### src/rtl/vga_paint_compositor.sv
// Pixel compositor: sequences RAM init, issues pipelined RAM reads, frame-filters the
// detected glove position into a cursor and overlays crosshair / brush preview on RGB.
module vga_paint_compositor #(
  parameter int H_ACTIVE    = 640,
  parameter int V_ACTIVE    = 480,
  parameter int H_OFFSET    = 145,
  parameter int V_OFFSET    = 36,
  parameter int COORD_W     = 11,
  parameter int ADDR_W      = 20,
  parameter int CH_BITS     = 3,
  parameter int RD_LAT      = 1,
  parameter int FILT_SHIFT  = 2,
  parameter int LOST_FRAMES = 8
) (
  input  logic                 clk,
  input  logic                 reset_n,
  input  logic                 clear,
  output logic                 mem_init_req,
  input  logic                 mem_init_done,
  input  logic [COORD_W-1:0]   vga_x,
  input  logic [COORD_W-1:0]   vga_y,
  input  logic                 vga_active,
  input  logic                 vga_vs,
  input  logic                 det_valid,
  input  logic [COORD_W-1:0]   det_x,
  input  logic [COORD_W-1:0]   det_y,
  input  logic [5:0]           radius,
  input  logic                 preview,
  input  logic [3*CH_BITS-1:0] brush_color,
  output logic                 rd_en,
  output logic [ADDR_W-1:0]    rd_addr,
  input  logic [3*CH_BITS-1:0] rd_data,
  output logic [7:0]           vga_r,
  output logic [7:0]           vga_g,
  output logic [7:0]           vga_b,
  output logic [COORD_W-1:0]   cursor_x,
  output logic [COORD_W-1:0]   cursor_y,
  output logic                 cursor_valid
);

  localparam int PIPE   = RD_LAT + 1;
  localparam int SW     = COORD_W + 2;
  localparam int FW     = COORD_W + 1;
  localparam int LOST_W = $clog2(LOST_FRAMES + 1);
  localparam logic [COORD_W-1:0] X_MAX = COORD_W'(H_ACTIVE - 1);
  localparam logic [COORD_W-1:0] Y_MAX = COORD_W'(V_ACTIVE - 1);

  localparam logic [0:0] ST_INIT = 1'b0;
  localparam logic [0:0] ST_RUN  = 1'b1;

  if (64'(H_ACTIVE) * 64'(V_ACTIVE) > (64'd1 << ADDR_W)) begin : g_addr_chk
    $error("vga_paint_compositor: H_ACTIVE*V_ACTIVE exceeds 2**ADDR_W");
  end
  if (CH_BITS < 1 || CH_BITS > 8) begin : g_ch_chk
    $error("vga_paint_compositor: CH_BITS must be 1..8");
  end
  if (RD_LAT < 1 || RD_LAT > 4) begin : g_lat_chk
    $error("vga_paint_compositor: RD_LAT must be 1..4");
  end
  if (LOST_FRAMES < 1) begin : g_lost_chk
    $error("vga_paint_compositor: LOST_FRAMES must be at least 1");
  end

  typedef struct packed {
    logic               active;
    logic [COORD_W-1:0] x;
    logic [COORD_W-1:0] y;
  } pix_t;

  function automatic logic [7:0] expand(input logic [CH_BITS-1:0] c);
    logic [7:0] r;
    for (int i = 0; i < 8; i++) r[7-i] = c[CH_BITS-1-(i % CH_BITS)];
    return r;
  endfunction

  function automatic logic [23:0] expand_rgb(input logic [3*CH_BITS-1:0] c);
    return {expand(c[3*CH_BITS-1 -: CH_BITS]), expand(c[2*CH_BITS-1 -: CH_BITS]),
            expand(c[CH_BITS-1:0])};
  endfunction

  // Moves cur a 2**-FILT_SHIFT fraction of the way towards goal (floor rounding).
  function automatic logic [COORD_W-1:0] filt(input logic [COORD_W-1:0] cur,
                                              input logic [FW-1:0] goal);
    logic signed [FW-1:0] diff;
    diff = $signed(goal) - $signed({1'b0, cur});
    return cur + COORD_W'(diff >>> FILT_SHIFT);
  endfunction

  logic [0:0] state;

  // NOTE: all clocked state uses non-blocking assignments so every register samples
  // pre-edge values regardless of statement order.
  always_ff @(posedge clk or negedge reset_n) begin
    if (!reset_n)                               state <= ST_INIT;
    else if (clear)                             state <= ST_INIT;
    else if (state == ST_INIT && mem_init_done) state <= ST_RUN;
  end

  assign mem_init_req = (state == ST_INIT);

  logic [ADDR_W-1:0] pix_addr;

  // NOTE: combinational blocks assign a default first so no path can infer a latch.
  always_comb begin
    pix_addr = '0;
    pix_addr = (ADDR_W'(vga_y) - ADDR_W'(V_OFFSET)) * ADDR_W'(H_ACTIVE)
             + (ADDR_W'(vga_x) - ADDR_W'(H_OFFSET));
  end

  always_ff @(posedge clk or negedge reset_n) begin
    if (!reset_n) begin
      rd_en   <= 1'b0;
      rd_addr <= '0;
    end else begin
      rd_en <= vga_active & (state == ST_RUN);
      if (vga_active) rd_addr <= pix_addr;
    end
  end

  pix_t pipe [PIPE];

  // NOTE: the alignment pipeline is a handful of flops, not a RAM, so it is reset
  // to keep stale pixels from being composited after reset.
  always_ff @(posedge clk or negedge reset_n) begin
    if (!reset_n) begin
      for (int i = 0; i < PIPE; i++) pipe[i] <= '0;
    end else begin
      pipe[0] <= pix_t'{active: vga_active, x: vga_x, y: vga_y};
      for (int i = 1; i < PIPE; i++) pipe[i] <= pipe[i-1];
    end
  end

  // Detector capture and once-per-frame cursor update.
  logic               vs_q, seen, vs_rise;
  logic [COORD_W-1:0] tgt_x, tgt_y;
  logic [LOST_W-1:0]  lost;
  logic [FW-1:0]      goal_x, goal_y;

  assign vs_rise = vga_vs & ~vs_q;
  assign goal_x  = FW'(tgt_x) + FW'(H_OFFSET);
  assign goal_y  = FW'(tgt_y) + FW'(V_OFFSET);

  always_ff @(posedge clk or negedge reset_n) begin
    if (!reset_n) begin
      vs_q         <= 1'b0;
      seen         <= 1'b0;
      tgt_x        <= '0;
      tgt_y        <= '0;
      lost         <= '0;
      cursor_x     <= '0;
      cursor_y     <= '0;
      cursor_valid <= 1'b0;
    end else begin
      vs_q <= vga_vs;
      if (det_valid) begin
        tgt_x <= (det_x > X_MAX) ? X_MAX : det_x;
        tgt_y <= (det_y > Y_MAX) ? Y_MAX : det_y;
      end
      if (vs_rise) begin
        seen <= det_valid;
        if (seen) begin
          lost <= '0;
          if (!cursor_valid) begin
            cursor_x     <= goal_x[COORD_W-1:0];
            cursor_y     <= goal_y[COORD_W-1:0];
            cursor_valid <= 1'b1;
          end else begin
            cursor_x <= filt(cursor_x, goal_x);
            cursor_y <= filt(cursor_y, goal_y);
          end
        end else begin
          if (lost != LOST_W'(LOST_FRAMES)) lost <= lost + 1'b1;
          if (lost >= LOST_W'(LOST_FRAMES - 1)) cursor_valid <= 1'b0;
        end
      end else if (det_valid) begin
        seen <= 1'b1;
      end
    end
  end

  // Compositing on the pixel aligned with rd_data; widened signed math avoids edge wrap.
  pix_t                 out_pix;
  logic signed [SW-1:0] dx, dy, adx, ady, rad_s;
  logic                 on_cross;
  logic [23:0]          rgb_next;

  assign out_pix = pipe[PIPE-1];

  always_comb begin
    dx       = $signed({2'b00, out_pix.x}) - $signed({2'b00, cursor_x});
    dy       = $signed({2'b00, out_pix.y}) - $signed({2'b00, cursor_y});
    adx      = (dx < 0) ? -dx : dx;
    ady      = (dy < 0) ? -dy : dy;
    rad_s    = $signed({{(SW-6){1'b0}}, radius});
    on_cross = ((dx == '0) && (ady <= rad_s)) || ((dy == '0) && (adx <= rad_s));

    rgb_next = '0;
    if (!out_pix.active || state == ST_INIT) rgb_next = '0;
    else if (preview)                        rgb_next = expand_rgb(brush_color);
    else if (cursor_valid && on_cross)       rgb_next = 24'hFF0000;
    else                                     rgb_next = expand_rgb(rd_data);
  end

  always_ff @(posedge clk or negedge reset_n) begin
    if (!reset_n) {vga_r, vga_g, vga_b} <= '0;
    else          {vga_r, vga_g, vga_b} <= rgb_next;
  end

endmodule

### config.mk
export PLATFORM = sky130hd
export DESIGN_NAME = vga_paint_compositor
export DESIGN_NICKNAME = d
export VERILOG_FILES = /design/src/rtl/vga_paint_compositor.sv
export SDC_FILE = /design/constraint.sdc
export NUM_CORES = 1
export LEC_CHECK = 0
export CORE_ASPECT_RATIO = 0.75
export CORE_MARGIN = 3
export CORE_UTILIZATION = 23
export DETAILED_ROUTE_END_ITERATION = 10
export PLACE_DENSITY = 0.44
export SYNTH_ARGS = -nofsm -noshare
export SYNTH_HDL_FRONTEND = slang
export SYNTH_SLANG_ARGS = --single-unit
### constraint.sdc
create_clock -name clk -period 5.4 [get_ports clk]
set_input_delay 1.35 -clock clk [delete_from_list [all_inputs] [get_ports clk]]
set_output_delay 1.35 -clock clk [all_outputs]
set_load 0.02 [all_outputs]
# ---- Word-level counts from Yosys, hierarchy flattened
# Cells that the tools add are included.
dict set report classes {
  addsub 14
  bitwise_logic 4
  n_mux 17
  eq_ne 1
  n_lt_le_gt_ge 7
  mul 1
  n_reduce_logical 16
}
# op count
set ops {}
lappend ops {{2-to-1 mux 24 bit} 3}
lappend ops {{2-to-1 mux 11 bit} 4}
lappend ops {{less-or-equal comparator 13 x 7 -> 1 bit} 2}
lappend ops {{zero test 13 bit} 2}
lappend ops {{2-to-1 mux 13 bit} 2}
lappend ops {{negation 12 -> 13 bit} 2}
lappend ops {{< comparator 12 x 1 -> 1 bit (second input constant)} 2}
lappend ops {{subtractor 11 x 11 -> 12 bit} 2}
lappend ops {{subtractor 12 bit} 2}
lappend ops {{adder 11 bit} 2}
lappend ops {{adder 20 bit} 1}
lappend ops {{multiplier 20 x 3 -> 13 bit (second input constant)} 1}
lappend ops {{adder 11 x 6 -> 12 bit (second input constant)} 1}
lappend ops {{adder 11 x 8 -> 12 bit (second input constant)} 1}
lappend ops {{subtractor 11 x 6 -> 12 bit (second input constant)} 1}
lappend ops {{subtractor 11 x 8 -> 12 bit (second input constant)} 1}
lappend ops {{> comparator 11 x 10 -> 1 bit (second input constant)} 1}
lappend ops {{> comparator 11 x 9 -> 1 bit (second input constant)} 1}
lappend ops {{2-to-1 mux 4 bit} 2}
lappend ops {{nonzero test 2 bit} 4}
lappend ops {{2-to-1 mux 1 bit} 6}
lappend ops {{AND reduction 2 bit} 3}
lappend ops {{adder 4 x 1 -> 4 bit (second input constant)} 1}
lappend ops {{greater-or-equal comparator 4 x 3 -> 1 bit (second input constant)} 1}
lappend ops {{other kinds (6)} 12}
dict set report word_totals {
  out_inout_bits 69
  register_bits 143
  in_bits 76
  elab_cells 80
}

# ---- Longest topological paths before layout
dict set report logic_depth {
  ltp_word 10
  depth_mapped 21
  depth_no_buf 21
}

# ---- Worst setup path after synthesis
# Ideal clock, no wire load.
dict set report synth_timing {
  path_kind {input to register}
  start {in vga_x[1]}
  end {reg rd_addr[19]}
  path_stages 12
  path_buffers 0
  required_ps 5275
  setup_slack_ps 452
  setup_ps 125
  arrival_time_ps 4823
  cell_sequence {o41a_1 > nor3_1 > nor2b_1 > nor4_1 > ha_1 > nor2b_1 > o21a_1 > o22a_1 > a41o_1 > o41a_1 > xnor2_1 > mux2_2}
}
dict set report synth_between {
  elab_chain_cells 2
}
# element line_no
set synth_lines {}
lappend synth_lines {{from (decl)} 20} ;# input logic [COORD_W-1:0] vga_x,
lappend synth_lines {{subtractor 11 x 8 -> 12 bit} 107} ;# + (ADDR_W'(vga_x) - ADDR_W'(H_OFFSET));
lappend synth_lines {{adder 20 bit} 107}
lappend synth_lines {{to (signal assigned)} 116} ;# if (vga_active) rd_addr <= pix_addr;
lappend synth_lines {{to (decl)} 31} ;# output logic [ADDR_W-1:0] rd_addr,
# No other way between the ends.
# A chain may end at the register's enable or synchronous reset.

# ---- Final worst setup path
dict set report layout_timing {
  start {reg cursor_y[4]}
  end {reg vga_b[6]}
}
dict set report layout_between {
  elab_chain_cells 10
  elab_cells_between_ends 13
  classes_between {add/sub (2); order compare (2); mux (4); reduce/logical (5)}
}
# element line_no
set layout_lines {}
lappend layout_lines {{from (decl)} 37} ;# output logic [COORD_W-1:0] cursor_y,
lappend layout_lines {{from (signal assigned)} 165} ;# cursor_y <= goal_y[COORD_W-1:0];
lappend layout_lines {{from (signal assigned)} 169} ;# cursor_y <= filt(cursor_y, goal_y);
lappend layout_lines {{subtractor 11 x 11 -> 12 bit (*)} 191} ;# dy = $signed({2'b00, out_pix.y}) - $signed({2'b00, cursor_y});
lappend layout_lines {{negation 12 -> 13 bit or < comparator 12 x 1 -> 1 bit (tied branches)} 193} ;# ady = (dy < 0) ? -dy : dy;
lappend layout_lines {{2-to-1 mux 13 bit} 193}
lappend layout_lines {{less-or-equal comparator 13 x 7 -> 1 bit} 195} ;# on_cross = ((dx == '0) && (ady <= rad_s)) || ((dy == '0) && (adx <= rad_s));
lappend layout_lines {{logical AND 1 bit} 195}
lappend layout_lines {{logical OR 1 bit (*)} 195}
lappend layout_lines {{logical AND 1 bit (*)} 200} ;# else if (cursor_valid && on_cross) rgb_next = 24'hFF0000;
lappend layout_lines {{2-to-1 mux 24 bit (*)} 200}
lappend layout_lines {{2-to-1 mux 24 bit (*)} 199} ;# else if (preview) rgb_next = expand_rgb(brush_color);
lappend layout_lines {{2-to-1 mux 24 bit (*)} 198} ;# if (!out_pix.active || state == ST_INIT) rgb_next = '0;
lappend layout_lines {{to (signal assigned)} 206} ;# else {vga_r, vga_g, vga_b} <= rgb_next;
lappend layout_lines {{to (decl)} 35} ;# output logic [7:0] vga_b,
# Mark *: on every way between the ends. The rest lies on a longest branch, timed or not.

==> results.toml <==
[place]
gp_congestion = 0.838
portBuffers = 144
dp_hpwl_um = 21600

[critical_path]
crit_required_ns = 5.72
endpoint_kind = "flip-flop"
cp.arrival_ns = 5.51
start_kind = "flip-flop"
worstPathMaxFanout = 9
path_class = "flip-flop to flip-flop"

[final_layout]
seq_area_mm2 = 0.00320
fin_util_pct = 30.5
fin_nets = 1366
diodes = 0
syn2layout_area_growth_pct = 29.1
drive_above_1_share_pct = 7.77
fillCellCount = 4140
multiInputGateArea_mm2 = 0.00577

[route]
dr.first_iter.drc_count = 383
drc = 0
drt_first_pass_iters = 4
avgViaCountPerCell = 4.48
antenna_left = 0
wl_um = 26900
vias = 7639
detail_route.wl_per_cell_um = 15.8

[cts]
clock-root-buffer = "clkbuf_16"
cts_tree = "built"
cts-buffers-inserted = 17
htree_levels = 4
clk_latency_ns = 0.43
post_cts_buffers = 0
clockBufferDepth = 2
clkTransAtPathRegs_ns = 0.07
cts.sinks = 128

[synthesis]
synth_enable_flop_cells = 0
synth_ff_type = "dfrtp_1"
synth-simple-area-share_pct = 12.9
muxShareOfSynthArea_pct = 3.28
synth_area_leaders = "dfrtp_1 34%, ha_1 15%, xnor2_1 6.5%"
synthAdderAreaFrac_pct = 16.2
async_reset_ff_share_pct = 100
yosysTopAreaCell = "dfrtp_1"
synth_top_family_by_area = "compound AO/OA/AOI/OAI gates"
synth_common_cells = "128 x dfrtp_1, 113 x ha_1, 80 x inv_1"
synth_xor_area_share_pct = 10.2
syn_area_mm2 = 0.00946
synth_compound_area_share_pct = 18.4
ys_types = 71
synth_nets = 1208
synth_seq_cells = 128
post-synth-top-count-cell = "dfrtp_1"
synth_cells = 1013
ys_seq_area_share_pct = 33.9
ys_warn_count = 0
netlist.area_leader.share_pct = 33.9
syn_avg_cell_area_um2 = 9.34

[job]
cap_violations = 0

[global_routing]
grt_max_degree = 73
grt_pass1_wl_um = 43100
grtUsageTotal_pct = 12.6
antenna_found_initial = 0
grt_pass1_vias = 7712
grt-ovfl-total = 0

[die]
die-area_mm2 = 0.0436
die_y_um = 182
io_pins = 145
core_mm2 = 0.0400
initial_core_util_pct = 23.6
fp.dieW_um = 240
rows = 63

[sta]
fin_crit_ns = 5.19
setup_viol_count_final = 0
fin_skew_ns = 0.0114
final.period_utilization_pct = 96.1
slew_violations = 0
setup-tns-final_ns = 0
tightest_slew_ns = 0.892
hold_viol = 0
slew_headroom_pct = 40.3
grt_setup_unrepaired = "no"
max_freq_ghz = 0.193

[min_path]
hold_class = "flip-flop to flip-flop"

[pwr]
p_sw_share_pct = 44.3
combPwrFrac_pct = 66.0
internal-power_mw = 4.15
netSwitchingPower_mw = 3.31
pwr-share-clk_pct = 16.8
pwr_density_cell_mw_per_mm2 = 611
leakagePower_nw = 5.44
pwr-share-seq_pct = 17.2
vdd_drop_max_mv = 0.196

[run_status]
run_status = "finished clean"
[cell usage in the layout (no fill, tap or decap), types with 7 or more instances in the layout]
master             n
o21bai_1           8
mux2_2            16
xnor2_1           70
o21a_1             9
dfrtp_1          128
mux2i_1           13
ha_1             113
a211oi_1           8
inv_1             80
o22ai_1            8
o22a_1            17
and3_1            12
a21oi_1           74
or3_1              8
clkdlybuf4s50_1  143
clkbuf_16         17
nor3b_1            7
nor2b_1           14
o211ai_1           8
xor2_1            35
nor2_1            63
nand2b_1           7
nor3_1            16
o21ai_1            7
nand3_1           22
o21ai_0           60
nand2_1           63
a21o_1            22
buf_4             28
[timing repair]
| action | CTS | global route |
|---|---|---|
| setup endpoints to repair | 0 | 9 |
| hold buffers | 0 | 0 |
| resized for setup | 0 | 1 |
[kinds of logic after synthesis]
family / after synthesis
AND/OR/NAND/NOR: 248
flip-flops: 128
adder cells (fa/ha/maj): 119
AO/OA/AOI/OAI: 268
multiplexers: 29
buffers and inverters: 114
XOR/XNOR: 107
[power groups by stage]
stage | clock network (mW) | registers (mW) | logic (mW)
after floorplan | 0 | 1.42 | 3.52
after global placement | 0 | 1.31 | 4.87
after detailed placement | 0 | 1.31 | 4.91
after CTS | 1.29 | 1.29 | 4.95
after global routing | 1.33 | 1.31 | 5.59
final | 1.25 | 1.28 | 4.92
[final cells by class]
class / count / area share [%]
inverter: 81 / 2.49
clock inverter: 13 / 1.40
tap: 520 / 5.33
clock buffer: 19 / 3.71
multi-input combinational: 771 / 47.3
timing repair buffer: 172 / 13.5
sequential: 128 / 26.2
[state kept, by name (all words and copies together), names as in the netlist]
name,cells
out_pix,23
pipe,23
rd_addr,20
cursor_x,11
cursor_y,11
tgt_x,11
tgt_y,11
lost,4
vga_b,3
vga_g,3
vga_r,3
cursor_valid,1
rd_en,1
seen,1
state,1
vs_q,1
[layer usage]
metal	global-route usage, %	vias up	routed length (µm)
met2	19.8	95	12100
met4	2.84	0	258
met1	18.0	3604	13800
met5	0	-	0
li1	-	3921	-
met3	2.41	19	816
[final timing paths]
check / startpoint / to / slack (ns) / depth (start not counted)
setup reg to reg: cursor_y[4]$_DFFE_PN0P_ / vga_b[6]$_DFF_PN0_ / 0.21 / 19
hold reg to reg: pipe[45]$_DFF_PN0_ / out_pix[22]$_DFF_PN0_ / 0.35 / 0
hold / removal: pipe[45]$_DFF_PN0_ / out_pix[22]$_DFF_PN0_ / 0.35 / 0
setup / recovery: cursor_y[4]$_DFFE_PN0P_ / vga_b[6]$_DFF_PN0_ / 0.21 / 19
max in group asynchronous: reset_n / cursor_y[3]$_DFFE_PN0P_ / 3.50 / 2
min in group asynchronous: reset_n / rd_addr[14]$_DFFE_PN0P_ / 0.92 / 1
[worst max-delay path, stage by stage, from the launching register on]
cell and delay [ns]:
dfrtp_1 0.43, inv_1 0.11, ha_1 0.37, and2_1 0.20
a31o_1 0.21, or3_4 0.43, a311o_1 0.39, a21oi_2 0.21
buf_4 0.19, o21ai_0 0.11, xnor2_1 0.15, ha_1 0.30
a211oi_1 0.27, a21oi_1 0.12, or4b_2 0.62, nor4_1 0.24
o211ai_1 0.23, a211oi_4 0.20, buf_4 0.20, o21ai_1 0.09
[stage by stage]
stage	power (mW)	worst slack (ns)	hold WS [ns]	instances	cell area [µm²]
after floorplan	4.94	0.452	0.331	1013	9460
after global placement	6.18	0.0183	0.332	1672	11600
after detailed placement	6.21	0.0111	0.335	1672	11600
after CTS	7.53	0.155	0.349	1704	12200
after global routing	8.24	0.00422	0.357	1704	12200
final	7.45	0.212	0.347	1704	12200
(Power assumes the default switching activity.)
